## src/rtl/mem_io_pkg.sv

```systemverilog
// mem_io_pkg
//   Shared definitions for the load/store sequencer and the instruction
//   decoder: sequencer state encoding, default I/O window and BRAM address
//   width, and the load/store major opcodes.
package mem_io_pkg;

    // Sequencer state encoding, kept as plain constants so that legacy
    // decoder code can compare against them directly.
    typedef logic [1:0] seq_state_t;

    localparam seq_state_t ST_IDLE = 2'd0;
    localparam seq_state_t ST_MEM  = 2'd1;
    localparam seq_state_t ST_IO   = 2'd2;
    localparam seq_state_t ST_RESP = 2'd3;

    // addr[31:10] equal to this value selects memory-mapped I/O (top 1 KiB).
    localparam logic [21:0] IO_BASE_HI_DEFAULT = 22'h3FFFFF;

    // BRAM word-address width (addr[MEM_AW+1:2]).
    localparam int MEM_AW_DEFAULT = 14;

    // RV32 major opcodes, shared with the instruction decoder.
    localparam logic [6:0] OPC_LOAD  = 7'b0000011;
    localparam logic [6:0] OPC_STORE = 7'b0100011;

endpackage

```

## src/rtl/mem_io_addr_decode.sv

```systemverilog
// mem_io_addr_decode
//   Combinational split of a byte address into the data-memory / I/O space
//   selector and the per-space addresses. Also used by the instruction
//   decoder to generate IORead/IOWrite.
// Ports:
//   addr     in  32      byte address
//   is_io    out 1       addr[31:10] hits the I/O window
//   mem_addr out MEM_AW  BRAM word address addr[MEM_AW+1:2]
//   io_addr  out 10      I/O register offset addr[9:0]
module mem_io_addr_decode
    import mem_io_pkg::*;
#(
    parameter int          MEM_AW     = MEM_AW_DEFAULT,
    parameter logic [21:0] IO_BASE_HI = IO_BASE_HI_DEFAULT
) (
    input  logic [31:0]       addr,
    output logic              is_io,
    output logic [MEM_AW-1:0] mem_addr,
    output logic [9:0]        io_addr
);

    assign is_io    = (addr[31:10] == IO_BASE_HI);
    assign mem_addr = addr[MEM_AW+1:2];
    assign io_addr  = addr[9:0];

endmodule

```

## src/rtl/mem_io_sequencer.sv

```systemverilog
// mem_io_sequencer
//   Multi-cycle sequencer between the load/store stage and the shared data
//   bus. Each accepted request goes either to BRAM (fixed read latency) or to
//   memory-mapped I/O (wait for io_ack, bounded by IO_TIMEOUT), and exactly
//   one rsp_valid pulse is returned. The core is stalled while busy.
// Ports:
//   clock, reset            rising-edge clock, synchronous active-high reset
//   req_valid/req_ready     request handshake (accept = valid & ready)
//   req_write, req_addr, req_wdata   request contents, sampled at accept
//   stall                   hold PC / pipeline register
//   rsp_valid, rsp_rdata    one-cycle completion pulse with load data
//   mem_or_io_to_reg        writeback select, high with rsp_valid for loads
//   err_timeout             high with rsp_valid when I/O never acknowledged
//   mem_en/we/addr/wdata/rdata       BRAM port
//   io_read/write/addr/wdata/rdata/ack  I/O bus
module mem_io_sequencer
    import mem_io_pkg::*;
#(
    parameter int          MEM_LAT    = 2,
    parameter logic [21:0] IO_BASE_HI = IO_BASE_HI_DEFAULT,
    parameter int          MEM_AW     = MEM_AW_DEFAULT,
    parameter int          IO_TIMEOUT = 15
) (
    input  logic              clock,
    input  logic              reset,
    input  logic              req_valid,
    input  logic              req_write,
    input  logic [31:0]       req_addr,
    input  logic [31:0]       req_wdata,
    output logic              req_ready,
    output logic              stall,
    output logic              rsp_valid,
    output logic [31:0]       rsp_rdata,
    output logic              mem_or_io_to_reg,
    output logic              err_timeout,
    output logic              mem_en,
    output logic              mem_we,
    output logic [MEM_AW-1:0] mem_addr,
    output logic [31:0]       mem_wdata,
    input  logic [31:0]       mem_rdata,
    output logic              io_read,
    output logic              io_write,
    output logic [9:0]        io_addr,
    output logic [31:0]       io_wdata,
    input  logic [31:0]       io_rdata,
    input  logic              io_ack
);

    // +1 so the counters can hold the terminal values themselves.
    localparam int LAT_W = $clog2(MEM_LAT + 1);
    localparam int TO_W  = $clog2(IO_TIMEOUT + 1);

    seq_state_t        state;
    logic              wr_q;
    logic [LAT_W-1:0]  lat_cnt;
    logic [TO_W-1:0]   wait_cnt;

    logic              dec_is_io;
    logic [MEM_AW-1:0] dec_mem_addr;
    logic [9:0]        dec_io_addr;

    mem_io_addr_decode #(
        .MEM_AW     (MEM_AW),
        .IO_BASE_HI (IO_BASE_HI)
    ) u_addr_decode (
        .addr     (req_addr),
        .is_io    (dec_is_io),
        .mem_addr (dec_mem_addr),
        .io_addr  (dec_io_addr)
    );

    assign req_ready = (state == ST_IDLE);
    // Low in RESP so the core advances on the same cycle it sees rsp_valid.
    assign stall = (req_ready & req_valid) | (state == ST_MEM) | (state == ST_IO);

    // NOTE: every registered signal uses non-blocking assignment so all
    // next-state values are computed from this cycle's values; reset clears
    // them all, which also kills an in-flight strobe without a response.
    always_ff @(posedge clock) begin
        if (reset) begin
            state            <= ST_IDLE;
            wr_q             <= 1'b0;
            lat_cnt          <= '0;
            wait_cnt         <= '0;
            rsp_valid        <= 1'b0;
            rsp_rdata        <= '0;
            mem_or_io_to_reg <= 1'b0;
            err_timeout      <= 1'b0;
            mem_en           <= 1'b0;
            mem_we           <= 1'b0;
            mem_addr         <= '0;
            mem_wdata        <= '0;
            io_read          <= 1'b0;
            io_write         <= 1'b0;
            io_addr          <= '0;
            io_wdata         <= '0;
        end else begin
            case (state)
                ST_IDLE: begin
                    if (req_valid) begin
                        // Request fields are captured once here; later changes
                        // on the req_* inputs are ignored until the next accept.
                        wr_q      <= req_write;
                        mem_addr  <= dec_mem_addr;
                        mem_wdata <= req_wdata;
                        io_addr   <= dec_io_addr;
                        io_wdata  <= req_wdata;
                        lat_cnt   <= '0;
                        wait_cnt  <= '0;
                        if (dec_is_io) begin
                            io_read  <= ~req_write;
                            io_write <= req_write;
                            state    <= ST_IO;
                        end else begin
                            mem_en <= 1'b1;
                            mem_we <= req_write;
                            state  <= ST_MEM;
                        end
                    end
                end

                ST_MEM: begin
                    // BRAM enable is a single-cycle pulse on the first MEM cycle.
                    mem_en <= 1'b0;
                    mem_we <= 1'b0;
                    if (wr_q) begin
                        state            <= ST_RESP;
                        rsp_valid        <= 1'b1;
                        rsp_rdata        <= '0;
                        mem_or_io_to_reg <= 1'b0;
                    end else if (lat_cnt == LAT_W'(MEM_LAT)) begin
                        // lat_cnt is 0 in the enable cycle, so this is the
                        // cycle the BRAM data becomes valid.
                        state            <= ST_RESP;
                        rsp_valid        <= 1'b1;
                        rsp_rdata        <= mem_rdata;
                        mem_or_io_to_reg <= 1'b1;
                    end else begin
                        lat_cnt <= lat_cnt + 1'b1;
                    end
                end

                ST_IO: begin
                    if (io_ack) begin
                        // Checked before the limit so a last-cycle ack wins.
                        io_read          <= 1'b0;
                        io_write         <= 1'b0;
                        state            <= ST_RESP;
                        rsp_valid        <= 1'b1;
                        rsp_rdata        <= wr_q ? '0 : io_rdata;
                        mem_or_io_to_reg <= ~wr_q;
                    end else if (wait_cnt == TO_W'(IO_TIMEOUT - 1)) begin
                        io_read          <= 1'b0;
                        io_write         <= 1'b0;
                        state            <= ST_RESP;
                        rsp_valid        <= 1'b1;
                        rsp_rdata        <= '0;
                        mem_or_io_to_reg <= ~wr_q;
                        err_timeout      <= 1'b1;
                    end else begin
                        wait_cnt <= wait_cnt + 1'b1;
                    end
                end

                ST_RESP: begin
                    rsp_valid        <= 1'b0;
                    rsp_rdata        <= '0;
                    mem_or_io_to_reg <= 1'b0;
                    err_timeout      <= 1'b0;
                    state            <= ST_IDLE;
                end

                default: state <= ST_IDLE;
            endcase
        end
    end

endmodule

```

## config.mk

```make
export PLATFORM = sky130hd
export DESIGN_NAME = mem_io_sequencer
export DESIGN_NICKNAME = d
export VERILOG_FILES = /design/src/rtl/mem_io_pkg.sv /design/src/rtl/mem_io_addr_decode.sv /design/src/rtl/mem_io_sequencer.sv
export SDC_FILE = /design/constraint.sdc
export NUM_CORES = 1
export LEC_CHECK = 0
export ABC_AREA = 1
export CORE_UTILIZATION = 42
export CTS_CLUSTER_SIZE = 25
export DETAILED_ROUTE_END_ITERATION = 10
export GPL_ROUTABILITY_DRIVEN = 1
export HOLD_SLACK_MARGIN = 0.02
export PLACE_DENSITY = 0.84
export SLEW_MARGIN = 10
export SYNTH_ARGS = -nofsm -noshare
export SYNTH_HDL_FRONTEND = slang
export SYNTH_SLANG_ARGS = --single-unit
```

## constraint.sdc

```tcl
create_clock -name clock -period 3.6 [get_ports clock]
set_clock_uncertainty 0.05 [all_clocks]
set_input_delay 0.72 -clock clock [delete_from_list [all_inputs] [get_ports clock]]
set_output_delay 0.72 -clock clock [all_outputs]
set_load 0.02 [all_outputs]
```

==> impl_metrics.json <==
{
  "regArea_um2": 1922,
  "largestRegisters": "io_wdata (32), rsp_rdata (32), mem_addr (14)",
  "async_flop_share_pct": 0,
  "synth.most_common_cell": "nor2_1",
  "drv_cap": 0,
  "synthTopCellsByCount": "nor2_1, nand2_1, dfxtp_1",
  "antenna_found_initial": 0,
  "crit_path_end": "stall",
  "clock.fmax_mhz": 360.9,
  "synth.top_cells.by_area": "dfxtp_1, nor2_1, nand2_1",
  "route.vias.total": 4920,
  "cts_setup_buffers": 0,
  "finalNetCount": 978,
  "r2r_end": "io_wdata[15]$_SDFFE_PP0P_",
  "htreeDepth": 3,
  "netlist_area_um2": 4649,
  "clk_pin_slew_ns": 0.09,
  "netlist.area_leader.share_pct": 41.33,
  "clock_latency_ns": 0.37,
  "die_area_um2": 11500,
  "portBuffers": 261,
  "stdcell_area_um2": 7203,
  "yosysWarnings": 0,
  "cp_num_buf_inv": 2,
  "path_max_fanout": 2,
  "cts_buffers": 9,
  "drt_iter0_drc": 290,
  "die_w_um": 107.2,
  "cellInternalPower_mw": 3.227,
  "drt_pass1_iterations": 4,
  "power.switching_mw": 2.477,
  "crit_path_end_kind": "output port",
  "drc": 0,
  "crit_type": "in2out",
  "p_comb_share_pct": 58.6,
  "finalCritPeriodShare_pct": 76.97,
  "hold_violations": 0,
  "rows": 38,
  "fin_util_pct": 66.74,
  "core-area_um2": 10790,
  "r2r-start": "state[0]$_SDFFE_PP0P_",
  "syn-instance-count": 642,
  "wl_per_cell_um": 14.02,
  "start_kind": "input port",
  "grt_max_degree": 67,
  "worstMarginPinSlew_ns": 0.6209,
  "n_antenna_cell": 0,
  "drt-total-wl_um": 13750,
  "syn_avg_cell_area_um2": 7.242,
  "synthFlopType": "dfxtp_1",
  "cts_root_buf": "clkbuf_8",
  "fin_crit_ns": 2.771,
  "status": "completed",
  "cellPowerDensity_nw_per_um2": 791.8,
  "cp.required_ns": 2.83,
  "hpwlAfterDp_um": 10300,
  "power_frac_clock_pct": 12.3,
  "yosysSeqAreaShare_pct": 41.33,
  "grt_util_all_layers_pct": 23.85,
  "tns_ns": 0,
  "grt_pass1_vias": 4532,
  "synth_edf_count": 0,
  "ys_ff_latch": 96,
  "relSlewSlack_pct": 58.56,
  "r2r_setup_slack_ns": 1.27,
  "ctsHoldBuffers": 0,
  "io_pins": 262,
  "hold_class": "reg2reg",
  "crit_slowest_cell": "clkdlybuf4s50_1",
  "multi_input_area_um2": 2141,
  "ir_drop_v": 0.0004370,
  "cpPeakStageDelay_ns": 0.61,
  "slew_violations": 0,
  "cp_cell_sequence": "clkdlybuf4s50_1 > nand2_2 > nand3_1 > clkdlybuf4s50_1",
  "arrival_ns": 2.00,
  "grt_pass1_wl_um": 21580,
  "total_leakage_power_nw": 2.862,
  "cpMostUsedCell": "clkdlybuf4s50_1",
  "layout-drive-gt1-share_pct": 4.637,
  "synth_top_area_cell": "dfxtp_1",
  "power_frac_seq_pct": 29.1,
  "die_y_um": 107.2,
  "viasPerCell": 5.015,
  "worstHoldStart": "mem_en$_SDFFE_PP0P_",
  "rsz0062_at_grt": "no",
  "cts_tree": "built",
  "path_depth": 4,
  "r2r.worst_path.cells": 8,
  "grt_overflow": 0,
  "syn_nets": 783,
  "ant_nets": 0,
  "placed_cell_area_um2": 7015,
  "crit_family": "buffers and inverters",
  "gp_congestion": 0.8022,
  "yosysUniqueCellTypes": 27,
  "post_cts_resized": 0,
  "crit_path_start": "req_valid",
  "setup_violations": 0,
  "initial_core_util_pct": 43.08,
  "synthToLayoutAreaGrowth_pct": 54.92,
  "fill_cells": 863,
  "clock-sinks": 96,
  "p_sw_share_pct": 43.43,
  "clockBufferDepth": 2
}
## metrics by stage
step	total power [mW]	worst slack, ns	instances	hold WS [ns]
floorplan	3.826	1.456	642	0.4090
global placement	4.926	0.8415	966	0.3996
CTS	5.737	0.8429	981	0.4159
finish	5.704	0.8289	981	0.4142
detailed placement	5.031	0.8433	966	0.4026
global route	6.113	0.7931	981	0.4522
## layout make-up
cell class                 count  area share (%)
multi-input combinational    443           29.72
sequential                    96           26.68
clock inverter                 3          0.5906
tap                          140           2.432
timing repair buffer         269           37.62
inverter                      18          0.9380
clock buffer                  12           2.015
## cell usage in the layout, fill, tap and decap left out, types with 2 or more instances in the layout
master | synthesis | routed
nand2_1 | 103 | 103
buf_4 | 45 | 5
clkbuf_1 | 22 | 2
inv_1 | 16 | 14
nand2_2 | 2 | 2
o221ai_1 | 22 | 22
clkdlybuf4s50_1 | 0 | 261
o221ai_2 | 10 | 10
o21ai_0 | 54 | 54
nand4_1 | 2 | 2
inv_2 | 2 | 3
buf_12 | 0 | 3
xor2_1 | 2 | 2
dfxtp_1 | 96 | 96
clkbuf_8 | 0 | 10
nor2_1 | 177 | 177
nand3_1 | 41 | 41
a21oi_1 | 14 | 14
ha_1 | 8 | 8
## per-layer routing
metal  routed length (µm)  GRT usage, %
met5                    0             0
met4                  430         11.55
met1                 5268         25.99
met3                  984         5.532
met2                 7069         43.23
## power groups by stage
stage / combinational [mW] / clock [mW] / sequential (mW)
finish: 3.34 / 0.700 / 1.66
global route: 3.65 / 0.757 / 1.71
CTS: 3.35 / 0.718 / 1.67
detailed placement: 3.34 / 0 / 1.69
global placement: 3.27 / 0 / 1.66
floorplan: 1.75 / 0 / 2.07
## logic make-up (layout without fill, tap and decap cells)
logic type	after synthesis	in the layout	synth area share, %
AND/OR/NAND/NOR	329	329	28.26
AO/OA/AOI/OAI	104	104	15.26
buffers and inverters	103	302	12.62
flip-flops	96	96	41.33
adder cells (fa/ha/maj)	8	8	2.153
XOR/XNOR	2	2	0.3768
## worst register-to-register path, stage by stage, from the launching register on
cell and delay, ns:
dfxtp_1 0.40, inv_1 0.11, ha_1 0.28, nand2_2 0.09, buf_4 0.40, inv_1 0.43, buf_12 0.29, nor2_1 0.12
nor2_1 0.06
## worst min path at each step
stage	to	cells after the start	slack, ns
after global placement	mem_en$_SDFFE_PP0P_	2	0.40
after floorplan	wait_cnt[0]$_SDFFE_PP0P_	1	0.41
after detailed placement	mem_en$_SDFFE_PP0P_	2	0.40
final	mem_en$_SDFFE_PP0P_	2	0.41
after CTS	mem_en$_SDFFE_PP0P_	2	0.42
after global routing	mem_we$_SDFFE_PP0P_	2	0.45
(Power assumes the default switching activity.)
